--- src/rtl/cpu_debug_sequencer.sv ---
// Debug command sequencer in front of the core control-module port.
// Accepts HALT / RESUME / DUMP / WRITE commands from the host link and
// sequences core stop, full register-file dumps and single-register writes.
//
// Ports:
//   clk, rst                    clock, synchronous active-low reset
//   cmd_valid/cmd_ready         host command handshake
//   cmd_op/cmd_addr/cmd_data    opcode (0 HALT, 1 RESUME, 2 DUMP, 3 WRITE), WRITE target and value
//   dump_valid/dump_ready       register dump stream handshake
//   dump_data/dump_last         dump word, marker on address NUM_REGS-1
//   cm_cpu_stop                 core clock gate
//   cm_read_write_regfile_addr  regfile address
//   cm_write_regfile_dat        regfile write data
//   cm_regfile_wr_enb           single-cycle regfile write strobe
//   cm_read_regfile_dat         regfile read data (combinational from the core)
//   halted                      core held stopped by a HALT command
module cpu_debug_sequencer #(
    parameter int unsigned DATA_WIDTH     = 32,
    parameter int unsigned REG_ADDR_WIDTH = 5,
    parameter int unsigned NUM_REGS       = 32,
    parameter int unsigned SETTLE_CYCLES  = 2
) (
    input  logic                      clk,
    input  logic                      rst,
    input  logic                      cmd_valid,
    output logic                      cmd_ready,
    input  logic [1:0]                cmd_op,
    input  logic [REG_ADDR_WIDTH-1:0] cmd_addr,
    input  logic [DATA_WIDTH-1:0]     cmd_data,
    output logic                      dump_valid,
    input  logic                      dump_ready,
    output logic [DATA_WIDTH-1:0]     dump_data,
    output logic                      dump_last,
    output logic                      cm_cpu_stop,
    output logic [REG_ADDR_WIDTH-1:0] cm_read_write_regfile_addr,
    output logic [DATA_WIDTH-1:0]     cm_write_regfile_dat,
    output logic                      cm_regfile_wr_enb,
    input  logic [DATA_WIDTH-1:0]     cm_read_regfile_dat,
    output logic                      halted
);

    localparam int unsigned CNT_W = (SETTLE_CYCLES > 2) ? $clog2(SETTLE_CYCLES) : 1;
    localparam logic [CNT_W-1:0] SETTLE_LOAD =
        CNT_W'((SETTLE_CYCLES > 0) ? SETTLE_CYCLES - 1 : 0);
    localparam logic [REG_ADDR_WIDTH-1:0] LAST_IDX = REG_ADDR_WIDTH'(NUM_REGS - 1);

    localparam logic [1:0] OP_HALT   = 2'd0;
    localparam logic [1:0] OP_RESUME = 2'd1;
    localparam logic [1:0] OP_WRITE  = 2'd3;

    typedef enum logic [2:0] {
        S_IDLE,
        S_SETTLE,
        S_ACCESS,
        S_OUT,
        S_DONE
    } state_t;

    state_t                    state;
    logic                      is_write;
    logic [REG_ADDR_WIDTH-1:0] cap_addr;
    logic [DATA_WIDTH-1:0]     cap_data;
    logic [REG_ADDR_WIDTH-1:0] idx;
    logic [CNT_W-1:0]          settle_cnt;

    // Sequencer: every output is registered and updated on the transition
    // into the state that owns it, so ACCESS sees a stable address all cycle.
    always_ff @(posedge clk) begin
        if (!rst) begin
            state                      <= S_IDLE;
            halted                     <= 1'b0;
            is_write                   <= 1'b0;
            cap_addr                   <= '0;
            cap_data                   <= '0;
            idx                        <= '0;
            settle_cnt                 <= '0;
            cmd_ready                  <= 1'b0;
            dump_valid                 <= 1'b0;
            dump_data                  <= '0;
            dump_last                  <= 1'b0;
            cm_cpu_stop                <= 1'b0;
            cm_read_write_regfile_addr <= '0;
            cm_write_regfile_dat       <= '0;
            cm_regfile_wr_enb          <= 1'b0;
        end else begin
            cm_regfile_wr_enb <= 1'b0;

            case (state)
                S_IDLE: begin
                    cmd_ready   <= 1'b1;
                    cm_cpu_stop <= halted;
                    if (cmd_valid && cmd_ready) begin
                        case (cmd_op)
                            OP_HALT: begin
                                halted      <= 1'b1;
                                cm_cpu_stop <= 1'b1;
                            end
                            OP_RESUME: begin
                                halted      <= 1'b0;
                                cm_cpu_stop <= 1'b0;
                            end
                            default: begin
                                cmd_ready   <= 1'b0;
                                cm_cpu_stop <= 1'b1;
                                is_write    <= (cmd_op == OP_WRITE);
                                cap_addr    <= cmd_addr;
                                cap_data    <= cmd_data;
                                idx         <= '0;
                                // Core already stopped: no need to wait for it to quiesce.
                                if (halted || (SETTLE_CYCLES == 0)) begin
                                    state <= S_ACCESS;
                                    if (cmd_op == OP_WRITE) begin
                                        cm_read_write_regfile_addr <= cmd_addr;
                                        cm_write_regfile_dat       <= cmd_data;
                                        cm_regfile_wr_enb          <= 1'b1;
                                    end else begin
                                        cm_read_write_regfile_addr <= '0;
                                    end
                                end else begin
                                    state      <= S_SETTLE;
                                    settle_cnt <= SETTLE_LOAD;
                                end
                            end
                        endcase
                    end
                end

                S_SETTLE: begin
                    if (settle_cnt == '0) begin
                        state <= S_ACCESS;
                        if (is_write) begin
                            cm_read_write_regfile_addr <= cap_addr;
                            cm_write_regfile_dat       <= cap_data;
                            cm_regfile_wr_enb          <= 1'b1;
                        end else begin
                            cm_read_write_regfile_addr <= idx;
                        end
                    end else begin
                        settle_cnt <= settle_cnt - CNT_W'(1);
                    end
                end

                // Address has been stable for a full cycle; sample the read port.
                S_ACCESS: begin
                    if (is_write) begin
                        state                      <= S_DONE;
                        cm_read_write_regfile_addr <= '0;
                        cm_write_regfile_dat       <= '0;
                    end else begin
                        state      <= S_OUT;
                        dump_data  <= cm_read_regfile_dat;
                        dump_valid <= 1'b1;
                        dump_last  <= (idx == LAST_IDX);
                    end
                end

                // Word held until taken; equality compare on idx avoids wrap issues.
                S_OUT: begin
                    if (dump_valid && dump_ready) begin
                        dump_valid <= 1'b0;
                        dump_last  <= 1'b0;
                        if (idx == LAST_IDX) begin
                            state                      <= S_DONE;
                            cm_read_write_regfile_addr <= '0;
                        end else begin
                            state                      <= S_ACCESS;
                            idx                        <= idx + REG_ADDR_WIDTH'(1);
                            cm_read_write_regfile_addr <= idx + REG_ADDR_WIDTH'(1);
                        end
                    end
                end

                S_DONE: begin
                    state                      <= S_IDLE;
                    dump_valid                 <= 1'b0;
                    dump_last                  <= 1'b0;
                    idx                        <= '0;
                    cm_read_write_regfile_addr <= '0;
                    cm_write_regfile_dat       <= '0;
                    cm_cpu_stop                <= halted;
                    cmd_ready                  <= 1'b1;
                end

                default: begin
                    state <= S_IDLE;
                end
            endcase
        end
    end

endmodule

--- config.mk ---
export PLATFORM = sky130hd
export DESIGN_NAME = cpu_debug_sequencer
export DESIGN_NICKNAME = d
export VERILOG_FILES = /design/src/rtl/cpu_debug_sequencer.sv
export SDC_FILE = /design/constraint.sdc
export NUM_CORES = 1
export LEC_CHECK = 0
export CAP_MARGIN = 20
export CORE_ASPECT_RATIO = 1.25
export CORE_MARGIN = 2
export CORE_UTILIZATION = 40
export DETAILED_ROUTE_END_ITERATION = 6
export PLACE_DENSITY = 0.82
export SYNTH_ARGS = -nofsm -noshare
export SYNTH_HDL_FRONTEND = slang
export SYNTH_SLANG_ARGS = --single-unit
--- constraint.sdc ---
create_clock -name clk -period 2 [get_ports clk]
set_input_delay 0.4 -clock clk [delete_from_list [all_inputs] [get_ports clk]]
set_output_delay 0.4 -clock clk [all_outputs]
set_load 0.05 [all_outputs]
==> flow_metrics.tcl <==
set metrics [dict create \
    status "finished, final reports clean" \
    yosys-top-cells-count "149 x nand2_1, 122 x dfxtp_1, 87 x a21oi_1" \
    clk_path_buf_depth 2 \
    place_area_sq_um 7150 \
    synth_simple_gate_area_share_pct 17.2 \
    yosysUniqueCellTypes 52 \
    synthMuxAreaShare_pct 1.00 \
    antenna_found_initial 1 \
    syn2layout_area_growth_pct 48.7 \
    ys_top_cells_by_area "dfxtp_1 47%, nand2_1 11%, a21oi_1 8.3%" \
    clkPwrFrac_pct 44.6 \
    cts_buffers 17 \
    power_density_nw_per_um2 846 \
    reg2regPathDepth 7 \
    yosysWarnings 0 \
    yosys_register_bits 122 \
    crit_family "buffers and inverters" \
    worstSetupEndpointType "output pin" \
    grt_pass1_wl_microns 25000 \
    drcViolationCount 0 \
    worst_pin_slew_ns 0.570 \
    hold_viol_final 0 \
    detailedRoute.firstIterationViolations 369 \
    clk_pin_slew_ns 0.06 \
    synth_edf_count 0 \
    critPathMaxStageDelay_ns 0.81 \
    fin_crit_ns 1.97 \
    rsz0062_at_grt "true" \
    fmax_ghz 0.508 \
    dp.cells 918 \
    ys_seq_area_share_pct 46.6 \
    cts_tree "built" \
    r2r_end "idx[0]" \
    coreArea_sq_um 12700 \
    cp.arrival_ns 1.57 \
    core.rowCount 46 \
    dpl.hpwl_microns 10100 \
    routabilityCongestion 0.859 \
    final_util_pct 61.2 \
    holdPathEnd "dump_data[12]" \
    grt_max_degree 51 \
    fillers 1018 \
    wl_per_cell_microns 16.2 \
    portBuffers 149 \
    drt-pass1-iter-count 5 \
    pwr-share-seq_pct 38.7 \
    hold_class "flop to flop" \
    synth_xor_area_share_pct 0.335 \
    design_area_sq_um 7790 \
    postCtsHoldBufs 0 \
    initial_core_util_pct 41.2 \
    die_area_sq_um 14000 \
    io_pins 150 \
    synth_top_family_by_area "compound AO/OA/AOI/OAI gates" \
    insertion_delay_ns 0.41 \
    async_flop_share_pct 0 \
    synth_top_area_cell "dfxtp_1" \
    synth.avg_cell_area_sq_um 8.51 \
    hp-start "dump_data[12]" \
    yosysTopAreaCellShare_pct 46.6 \
    path_cells "clkdlybuf4s50_1" \
    cp_slowest_cell "clkdlybuf4s50_1" \
    fin_cells 950 \
    slew_headroom_pct 61.9 \
    hold_depth 2 \
    p_comb_share_pct 16.7 \
    grt_use_total_pct 21.9 \
    cts_root_buf "clkbuf_16" \
    synthFlopType "dfxtp_1" \
    maxCapViolCount 0 \
    cp_max_fo 2 \
    r2r-start "idx[0]" \
    syn_area_sq_um 5240 \
    setup_viol 0 \
    drive_gt1_share_pct 16.4 \
    h-tree-depth 4 \
    fin_setup_tns_ns 0 \
    avgViaCountPerCell 5.56 \
    irDropWorstVdd_mv 0.599 \
    critPathRequiredTime_ns 1.60 \
    cp-start-kind "flop" \
    netlist_instances 615 \
    detailroute.via_count 5281 \
    synth_compound_area_share_pct 29.1 \
    report.final.slew_viol_count 0 \
    synth_most_common_cell "nand2_1" \
    path_buf_inv 1 \
    p_int_w 0.00474 \
    clock-sinks 122 \
    r2r_setup_slack_ns 0.04 \
    die_width_microns 106 \
    die_h_microns 132 \
    grt_pass1_vias 5121 \
    fin_crit_sh_pct 98.5 \
    routed_wirelength_microns 15400 \
    gr-total-overflow 0 \
    synth_nets 692 \
    nets 847 \
    switching_share_pct 28.1 \
    switchingPower_w 0.00185 \
    finalClockSkew_ns 0.00938 \
    detail-route-antenna-nets 0 \
    crit_type "flop to output pin" \
    synthAdderAreaFrac_pct 0.478 \
    leakagePower_nw 3.01 \
    n_antenna_cell 0 \
]
-- power by group through the flow --
stage                     registers [W]  clock network [W]  logic, W
final                           0.00255            0.00294   0.00110
after global routing            0.00256            0.00308   0.00118
after CTS                       0.00255            0.00296   0.00109
after detailed placement        0.00260                  0   0.00108
after global placement          0.00260                  0   0.00107
after floorplan                 0.00273                  0  0.000468
-- flip-flops by register name, summed over array words and instances, names as in the netlist, 3 cells and up --
register	cells
cap_addr	5
cm_write_regfile_dat	32
idx	5
dump_data	32
cm_read_write_regfile_addr	5
state	3
cap_data	32
-- worst register-to-register path, delay by kind of cell (launching register included) --
family | cells | cell delay [ns]
buf+inv | 1 | 0.18
simple gates | 3 | 0.83
flops | 1 | 0.33
fa+ha+maj | 2 | 0.41
compound gates | 1 | 0.15
-- area by class of cell --
class                   instances  area [sq um]  share of cell area [%]
clock buffers                  20           457                    5.86
multi-input cells             433          2580                    33.1
repair buffers                193          1970                    25.3
clock inverters                11           111                    1.43
inverters                       3          13.8                   0.177
flip-flops and latches        122          2440                    31.4
well taps                     168           210                    2.70
-- cells in the final DEF (no fill, tap or decap), types with 9 or more instances in the layout --
cell             instances
a31oi_1                 33
a211oi_2                30
nand2_1                149
clkdlybuf4s50_1        117
a22oi_1                 32
buf_12                  10
clkbuf_16               17
nor2_1                   9
a21oi_1                 87
dfxtp_1                122
buf_4                   39
dlymetal6s2s_1          19
-- kinds of logic (layout without fill, tap and decap cells) --
kind of cell	Yosys count	after routing
compound gates	219	219
xor+xnor	2	2
fa+ha+maj	2	2
buf+inv	60	227
flops	122	122
mux	5	5
simple gates	205	205
-- how the worst max path moves through the flow --
stage,end,slack (ns),depth (start not counted),start
after global routing,cm_read_write_regfile_addr[0],-0.004,8,idx[0]
after detailed placement,cm_write_regfile_dat[7],-0.07,7,cmd_op[1]
after floorplan,idx[2],0.05,7,idx[0]
final,cm_write_regfile_dat[0],0.03,1,cm_write_regfile_dat[0]
after global placement,cm_write_regfile_dat[0],-0.04,7,cmd_op[1]
after CTS,cm_write_regfile_dat[6],0.0008,1,cm_write_regfile_dat[6]
-- routing by layer --
metal,up-vias,global-route usage [%],wire (microns)
met5,-,0,0
met4,0,11.5,536
met3,37,6.33,1270
met2,240,36.0,7560
met1,2479,25.6,6010
li1,2525,-,-
-- repair_timing --
| item | in CTS | in global routing |
|---|---|---|
| hold endpoints to repair | 0 | 0 |
| resized for setup | 8 | 28 |
| buffers inserted | 0 | 1 |
| setup endpoints to repair | 8 | 25 |
| pin swaps | 0 | 5 |
-- metrics by stage --
stage	setup slack (ns)	hold WS (ns)	power [W]
final	0.0296	0.450	0.00659
after global routing	-0.00387	0.466	0.00681
after CTS	0.000843	0.452	0.00660
after detailed placement	-0.0737	0.443	0.00368
after global placement	-0.0379	0.441	0.00367
after floorplan	0.0518	0.432	0.00320
(Power assumes the default switching activity.)
